===== config.mk =====
export PLATFORM = sky130hd
export DESIGN_NAME = lift_controller_nfloor
export DESIGN_NICKNAME = d
export VERILOG_FILES = /design/src/rtl/lift_pkg.sv /design/src/rtl/lift_controller_nfloor_timer.sv /design/src/rtl/lift_controller_nfloor.sv
export SDC_FILE = /design/constraint.sdc
export NUM_CORES = 1
export LEC_CHECK = 0
export ABC_AREA = 1
export CORE_MARGIN = 2
export CORE_UTILIZATION = 59
export CTS_BUF_LIST = sky130_fd_sc_hd__clkbuf_16
export DETAILED_ROUTE_END_ITERATION = 10
export PLACE_DENSITY = 0.84
export SLEW_MARGIN = 20
export SYNTH_ARGS = -nofsm -noshare
export SYNTH_HDL_FRONTEND = slang
export SYNTH_HIERARCHICAL = 1
export SYNTH_SLANG_ARGS = --single-unit
export TNS_END_PERCENT = 10

===== constraint.sdc =====
create_clock -name clk -period 3.7 [get_ports clk]
set_clock_uncertainty 0.2 [all_clocks]
set_input_delay 0.925 -clock clk [delete_from_list [all_inputs] [get_ports clk]]
set_output_delay 0.925 -clock clk [all_outputs]
set_load 0.02 [all_outputs]

===== src/rtl/lift_pkg.sv =====
// Shared types for the N-floor lift: state encoding, direction constants
// and the call-search helpers used by the SCAN scheduler.
package lift_pkg;

   typedef enum logic [2:0] {
      IDLE         = 3'd0,
      MOVE_UP      = 3'd1,
      MOVE_DOWN    = 3'd2,
      DOOR_OPENING = 3'd3,
      DOOR_OPEN    = 3'd4,
      DOOR_CLOSING = 3'd5
   } state_t;

   localparam logic DIR_UP   = 1'b0;
   localparam logic DIR_DOWN = 1'b1;

   localparam int MAX_FLOORS = 64;

   // Callers zero-extend their call vector and floor index to the widest build.
   function automatic logic any_above(input logic [MAX_FLOORS-1:0] pending,
                                      input logic [5:0] cur_floor);
      logic found;
      found = 1'b0;
      for (int i = 0; i < MAX_FLOORS; i++)
         if (pending[i] && (i > int'(cur_floor))) found = 1'b1;
      return found;
   endfunction

   function automatic logic any_below(input logic [MAX_FLOORS-1:0] pending,
                                      input logic [5:0] cur_floor);
      logic found;
      found = 1'b0;
      for (int i = 0; i < MAX_FLOORS; i++)
         if (pending[i] && (i < int'(cur_floor))) found = 1'b1;
      return found;
   endfunction

endpackage


===== src/rtl/lift_controller_nfloor_timer.sv =====
// Loadable down-counter; done is high whenever the count has reached zero.
module lift_timer #(
   parameter int W = 4
) (
   input  logic         clk,
   input  logic         rst_n,
   input  logic         load,
   input  logic [W-1:0] value,
   output logic         done
);

   logic [W-1:0] count;

   always_ff @(posedge clk or negedge rst_n) begin
      if (!rst_n)
         count <= '0;
      else if (load)
         count <= value;
      else if (count != '0)
         count <= count - 1'b1;
   end

   assign done = (count == '0);

endmodule


===== src/rtl/lift_controller_nfloor.sv =====
// N-floor lift controller with latched calls and SCAN scheduling.
// Define FIRE_RECALL_EN to add the in_fire_recall input and recall-to-floor-0 behaviour.
module lift_controller_nfloor
   import lift_pkg::*;
#(
   parameter int NUM_FLOORS    = 11,
   parameter int TRAVEL_CYCLES = 16,
   parameter int DOOR_CYCLES   = 8,
   parameter int DWELL_CYCLES  = 32,
   parameter int FLW           = $clog2(NUM_FLOORS)
) (
   input  logic                  clk,
   input  logic                  rst_n,
`ifdef FIRE_RECALL_EN
   input  logic                  in_fire_recall,
`endif
   input  logic [NUM_FLOORS-1:0] in_call,
   input  logic                  in_door_obstacle,
   input  logic                  in_door_open,
   input  logic                  in_door_close,
   output logic                  out_up_direction,
   output logic                  out_down_direction,
   output logic                  out_door_opening,
   output logic                  out_door_closing,
   output logic                  out_ready,
   output logic [FLW-1:0]        out_floor,
   output logic [NUM_FLOORS-1:0] out_pending
);

   localparam int TW   = $clog2(TRAVEL_CYCLES + 1);
   localparam int DMAX = (DWELL_CYCLES > DOOR_CYCLES) ? DWELL_CYCLES : DOOR_CYCLES;
   localparam int DW   = $clog2(DMAX + 1);
   localparam logic [FLW-1:0] TOP_FLOOR = FLW'(NUM_FLOORS - 1);

   state_t                  state, state_nxt;
   logic [FLW-1:0]          floor, floor_nxt;
   logic                    dir, dir_nxt;
   logic [NUM_FLOORS-1:0]   pending, pending_nxt;
   logic [NUM_FLOORS-1:0]   calls_raw, calls, here_mask;
   logic                    recall, dwell_reload;
   logic                    travel_load, travel_done, door_load, door_done;
   logic [DW-1:0]           door_value;

`ifdef FIRE_RECALL_EN
   assign recall = in_fire_recall;
`else
   assign recall = 1'b0;
`endif

   // A call for the floor whose door is opening or open is served on the spot.
   assign here_mask = NUM_FLOORS'(1) << floor;
   assign calls_raw = recall ? '0 : (pending | in_call);
   assign calls     = (state == DOOR_OPENING || state == DOOR_OPEN) ?
                      (calls_raw & ~here_mask) : calls_raw;

   assign travel_load = !((state == MOVE_UP || state == MOVE_DOWN) && !travel_done);

   always_comb begin
      state_nxt    = state;
      floor_nxt    = floor;
      dir_nxt      = dir;
      dwell_reload = 1'b0;
      case (state)
         IDLE: begin
            if (recall) begin
               if (floor == '0) state_nxt = DOOR_OPENING;
               else begin
                  state_nxt = MOVE_DOWN;
                  dir_nxt   = DIR_DOWN;
               end
            end else if (calls[floor] || in_door_open)
               state_nxt = DOOR_OPENING;
            else if (dir == DIR_UP && any_above(64'(calls), 6'(floor)))
               state_nxt = MOVE_UP;
            else if (any_below(64'(calls), 6'(floor))) begin
               state_nxt = MOVE_DOWN;
               dir_nxt   = DIR_DOWN;
            end else if (any_above(64'(calls), 6'(floor))) begin
               state_nxt = MOVE_UP;
               dir_nxt   = DIR_UP;
            end
         end
         MOVE_UP: if (travel_done) begin
            floor_nxt = (floor == TOP_FLOOR) ? floor : floor + 1'b1;
            if (recall) begin
               state_nxt = MOVE_DOWN;
               dir_nxt   = DIR_DOWN;
            end else if (calls[floor_nxt])
               state_nxt = DOOR_OPENING;
            else if (!any_above(64'(calls), 6'(floor_nxt)))
               state_nxt = IDLE;
         end
         MOVE_DOWN: if (travel_done) begin
            floor_nxt = (floor == '0) ? floor : floor - 1'b1;
            if (recall)
               state_nxt = (floor_nxt == '0) ? DOOR_OPENING : MOVE_DOWN;
            else if (calls[floor_nxt])
               state_nxt = DOOR_OPENING;
            else if (!any_below(64'(calls), 6'(floor_nxt)))
               state_nxt = IDLE;
         end
         DOOR_OPENING: if (door_done) state_nxt = DOOR_OPEN;
         DOOR_OPEN: begin
            // Holding the door at the recall floor is a dwell reload every cycle.
            if (in_door_open || in_door_obstacle || (in_call[floor] && !recall) ||
                (recall && floor == '0))
               dwell_reload = 1'b1;
            else if (recall || in_door_close || door_done)
               state_nxt = DOOR_CLOSING;
         end
         DOOR_CLOSING: begin
            if (in_door_obstacle || in_door_open) state_nxt = DOOR_OPENING;
            else if (door_done)                   state_nxt = IDLE;
         end
         default: state_nxt = IDLE;
      endcase

      pending_nxt = calls;
      if (state_nxt == DOOR_OPENING)
         pending_nxt = calls & ~(NUM_FLOORS'(1) << floor_nxt);

      door_load  = (state_nxt != state) || dwell_reload;
      door_value = (state_nxt == DOOR_OPEN) ? DW'(DWELL_CYCLES - 1) : DW'(DOOR_CYCLES - 1);
   end

   always_ff @(posedge clk or negedge rst_n) begin
      if (!rst_n) begin
         state   <= IDLE;
         floor   <= '0;
         dir     <= DIR_UP;
         pending <= '0;
      end else begin
         state   <= state_nxt;
         floor   <= floor_nxt;
         dir     <= dir_nxt;
         pending <= pending_nxt;
      end
   end

   lift_timer #(.W(TW)) u_travel_timer (
      .clk   (clk),
      .rst_n (rst_n),
      .load  (travel_load),
      .value (TW'(TRAVEL_CYCLES - 1)),
      .done  (travel_done)
   );

   lift_timer #(.W(DW)) u_door_timer (
      .clk   (clk),
      .rst_n (rst_n),
      .load  (door_load),
      .value (door_value),
      .done  (door_done)
   );

   assign out_up_direction   = (state == MOVE_UP);
   assign out_down_direction = (state == MOVE_DOWN);
   assign out_door_opening   = (state == DOOR_OPENING);
   assign out_door_closing   = (state == DOOR_CLOSING);
   assign out_ready          = (state == IDLE);
   assign out_floor          = floor;
   assign out_pending        = pending;

endmodule


==> flow_metrics.tcl, run 1 <==
set metrics [dict create \
    cap_violations 0 \
    rrSetupSlack_ns 0.29 \
    core-area_sq_um 5850 \
    viasPerCell 5.90 \
    clkTransAtPathRegs_ns 0.06 \
    tightest_slew_ns 0.597 \
    synth_area_leaders "nand2_1 (22%), dfrtp_1 (21%), nand3_1 (8.9%)" \
    routed_wl_um 12400 \
    boundaryPins 36 \
    clock_latency_ns 0.28 \
    power.density_nw_per_um2 1150 \
    drc 0 \
    cp_data_required_time_ns 3.65 \
    power.total_w 0.00489 \
    layout-drive-gt1-share 0.147 \
    holdPathStages 2 \
    antenna-diode-count 0 \
    fmax_mhz 284 \
    std_cell_rows 28 \
    setup_viol 0 \
    min_from "u_travel_timer/count[4]" \
    dp_cells 724 \
    clk_path_buf_depth 2 \
    syn_inst 596 \
    synth_top_area_frac 0.215 \
    grt_pass1_vias 4166 \
    critPathLaunchType "input pin" \
    cp.arrival_ns 3.48 \
    dieArea_sq_um 6610 \
    syn2layout_area_growth_pct 20.6 \
    cts_tree "done" \
    postCtsHoldBufs 0 \
    gr-total-overflow 0 \
    synth-edff-count 0 \
    port_buffers 35 \
    ff2ff_path_depth 20 \
    grtUsageTotal 0.389 \
    period_share 0.952 \
    seq_area_frac_synth 0.213 \
    numCtsBuffers 5 \
    grt_first_pass_wirelength_um 19300 \
    synth.avg_cell_area_sq_um 5.91 \
    synthArstFlopShare 1.00 \
    vias 4334 \
    dr.pass1.iters 6 \
    htree_levels 2 \
    criticalPathCategory "input pin to flip-flop" \
    synth_largest_area_cell "nand2_1" \
    hold_class "flip-flop to flip-flop" \
    antenna_found_initial 0 \
    outcome "complete, no violations" \
    synth_area_sq_um 3520 \
    hold_violations 0 \
    yosysWarningCount 6 \
    grt_setup_unrepaired "no" \
    vdd_drop_max_uv 553 \
    fin_cells 735 \
    gp_congestion 1.10 \
    synth_cell_types 40 \
    grt_max_degree 31 \
    ant_nets 0 \
    die-height_um 81.3 \
    hold_ws_ns 0.321 \
    nNetsFinal 686 \
    whs_endpoint "u_travel_timer/count[4]" \
    worstReg2RegStart "out_floor[2]" \
    post_drt_wl_per_cell_um 16.8 \
    cts.sinks 30 \
    hpwl_um 9500 \
    cp_max_fo 7 \
    finalMaxSlewViolations 0 \
    drt_iter0_markers 406 \
    p_leak_nw 2.31 \
    worst_setup_path_end_kind "flip-flop" \
    die_w_um 81.3 \
    ys.flop_type "dfrtp_1" \
    initial_utilization 0.602 \
    maxSlewHeadroom 0.601 \
    ys_seq_elements 30 \
    fin_crit_ns 3.52 \
    rr_endpoint "u_door_timer/count[0]" \
    ctsRootBufferMaster "clkbuf_16" \
]
report_power, final:
group	internal [W]	total (W)	switching (W)
Clock	0.000243	0.000399	0.000156
Sequential	0.000493	0.000647	0.000154
Combinational	0.00129	0.00384	0.00255
cells in the mapped netlist, types with 2 or more instances:
cell type and count:
conb_1 2, buf_2 3, a21oi_1 15, nand3_1 63, buf_4 3, ha_1 11
nand4_2 3, inv_2 10, buf_6 5, o21ai_1 11, nand2_2 15, a31oi_1 9
nand3_4 2, inv_1 67, nor2_2 4, xnor2_1 2, nor2_4 9, nand3_2 3
nand2_1 202, nand3b_1 5, o21ai_0 10, nand4_1 8, o211ai_1 2, nor3_1 7
a22oi_1 6, or2_2 6, dfrtp_1 30, nor2_1 69, o22ai_1 3
through the flow:
step,util,setup TNS [ns],setup WS [ns],area (sq um)
after global routing,0.726,0,0.00330,4250
after CTS,0.719,0,0.0959,4210
final,0.726,0,0.176,4250
after floorplan,-,0,0.400,3550
after detailed placement,0.695,-0.664,-0.178,4070
after global placement,0.695,-0.263,-0.0675,4070
timing repair:
item | CTS | global route
setup buffers | 0 | 3
resized for setup | 0 | 9
setup endpoints to repair | 0 | 6
how the worst max path moves through the flow:
| stage | startpoint | to | slack (ns) | cells after the start |
|---|---|---|---|---|
| after global routing | in_call[1] | u_door_timer/count[0] | 0.003 | 18 |
| after CTS | in_call[2] | u_door_timer/count[0] | 0.1 | 18 |
| after floorplan | out_floor[0] | u_door_timer/count[0] | 0.40 | 23 |
| after detailed placement | in_call[2] | u_door_timer/count[0] | -0.18 | 18 |
| final | in_call[1] | u_door_timer/count[0] | 0.18 | 19 |
| after global placement | in_call[2] | u_door_timer/count[0] | -0.07 | 18 |
area by class of cell:
class	count	area [sq um]
Sequential cell	30	751
Clock inverter	3	12.5
Fill cell	535	1600
Tap cell	75	93.8
Timing Repair Buffer	61	546
Multi-Input combinational cell	482	2420
Inverter	79	299
Clock buffer	5	125
cell families after synthesis:
logic type / count (synthesis) / share of synthesized area
AOI/OAI and AO/OA: 61 / 0.105
xor gates and xnor gates: 2 / 0.00497
adders and majority gates: 11 / 0.0390
buffers and inverters: 91 / 0.113
DFF: 30 / 0.213
other: 2 / 0.00213
and+or+nand+nor: 399 / 0.523
per-layer routing:
metal / share of wire / up-vias / wire length, um / track usage
met5: 0 / - / 0 / 0
met1: 0.38 / 1923 / 4720 / 0.471
met3: 0.12 / 75 / 1430 / 0.0833
met2: 0.44 / 309 / 5480 / 0.639
met4: 0.058 / 0 / 718 / 0.212
li1: - / 2027 / - / -
cell usage in the layout, fill, tap and decap left out, drive strengths merged:
master         count
nand2            218
nor2              82
inv               79
nand3             68
clkdlybuf4s50     35
dfrtp             30
buf               26
o21ai             21
a21oi             16
ha                11
nand4             11
a31oi              9
conb               9
nor3               8
or2                6
a22oi              6
nand3b             5
clkbuf             5
o22ai              3
clkinv             3
o211ai             2
xnor2              2
a21boi             2
a221oi             1
o221ai             1
and2               1
sequential cells by signal, indices dropped and copies added, names as in the netlist:
register and count:
out_pending 11, out_floor 4, state 3, u_travel_timer/count 5, dir 1, u_door_timer/count 6
worst max-delay path, stage by stage:
cell	delay (ns)
clkdlybuf4s50_1	0.42
or2_2	0.32
o21ai_1	0.13
nand2_2	0.14
buf_4	0.17
nand2_1	0.05
nand3_1	0.09
nand3_1	0.10
nand3_1	0.12
nand3_2	0.13
inv_2	0.05
nor2_4	0.14
nand4_1	0.11
nand2_1	0.10
nand2_2	0.10
inv_2	0.09
nand4_2	0.14
nand2_1	0.08
o21ai_1	0.06
No activity file was read; power rests on OpenSTA's default activity.
==> run 2, diff against run 1 <==
TNS_END_PERCENT = 100   (was 10)
==> results of run 2 <==
The final DEF is identical to that of run 1; final timing and power are the same.
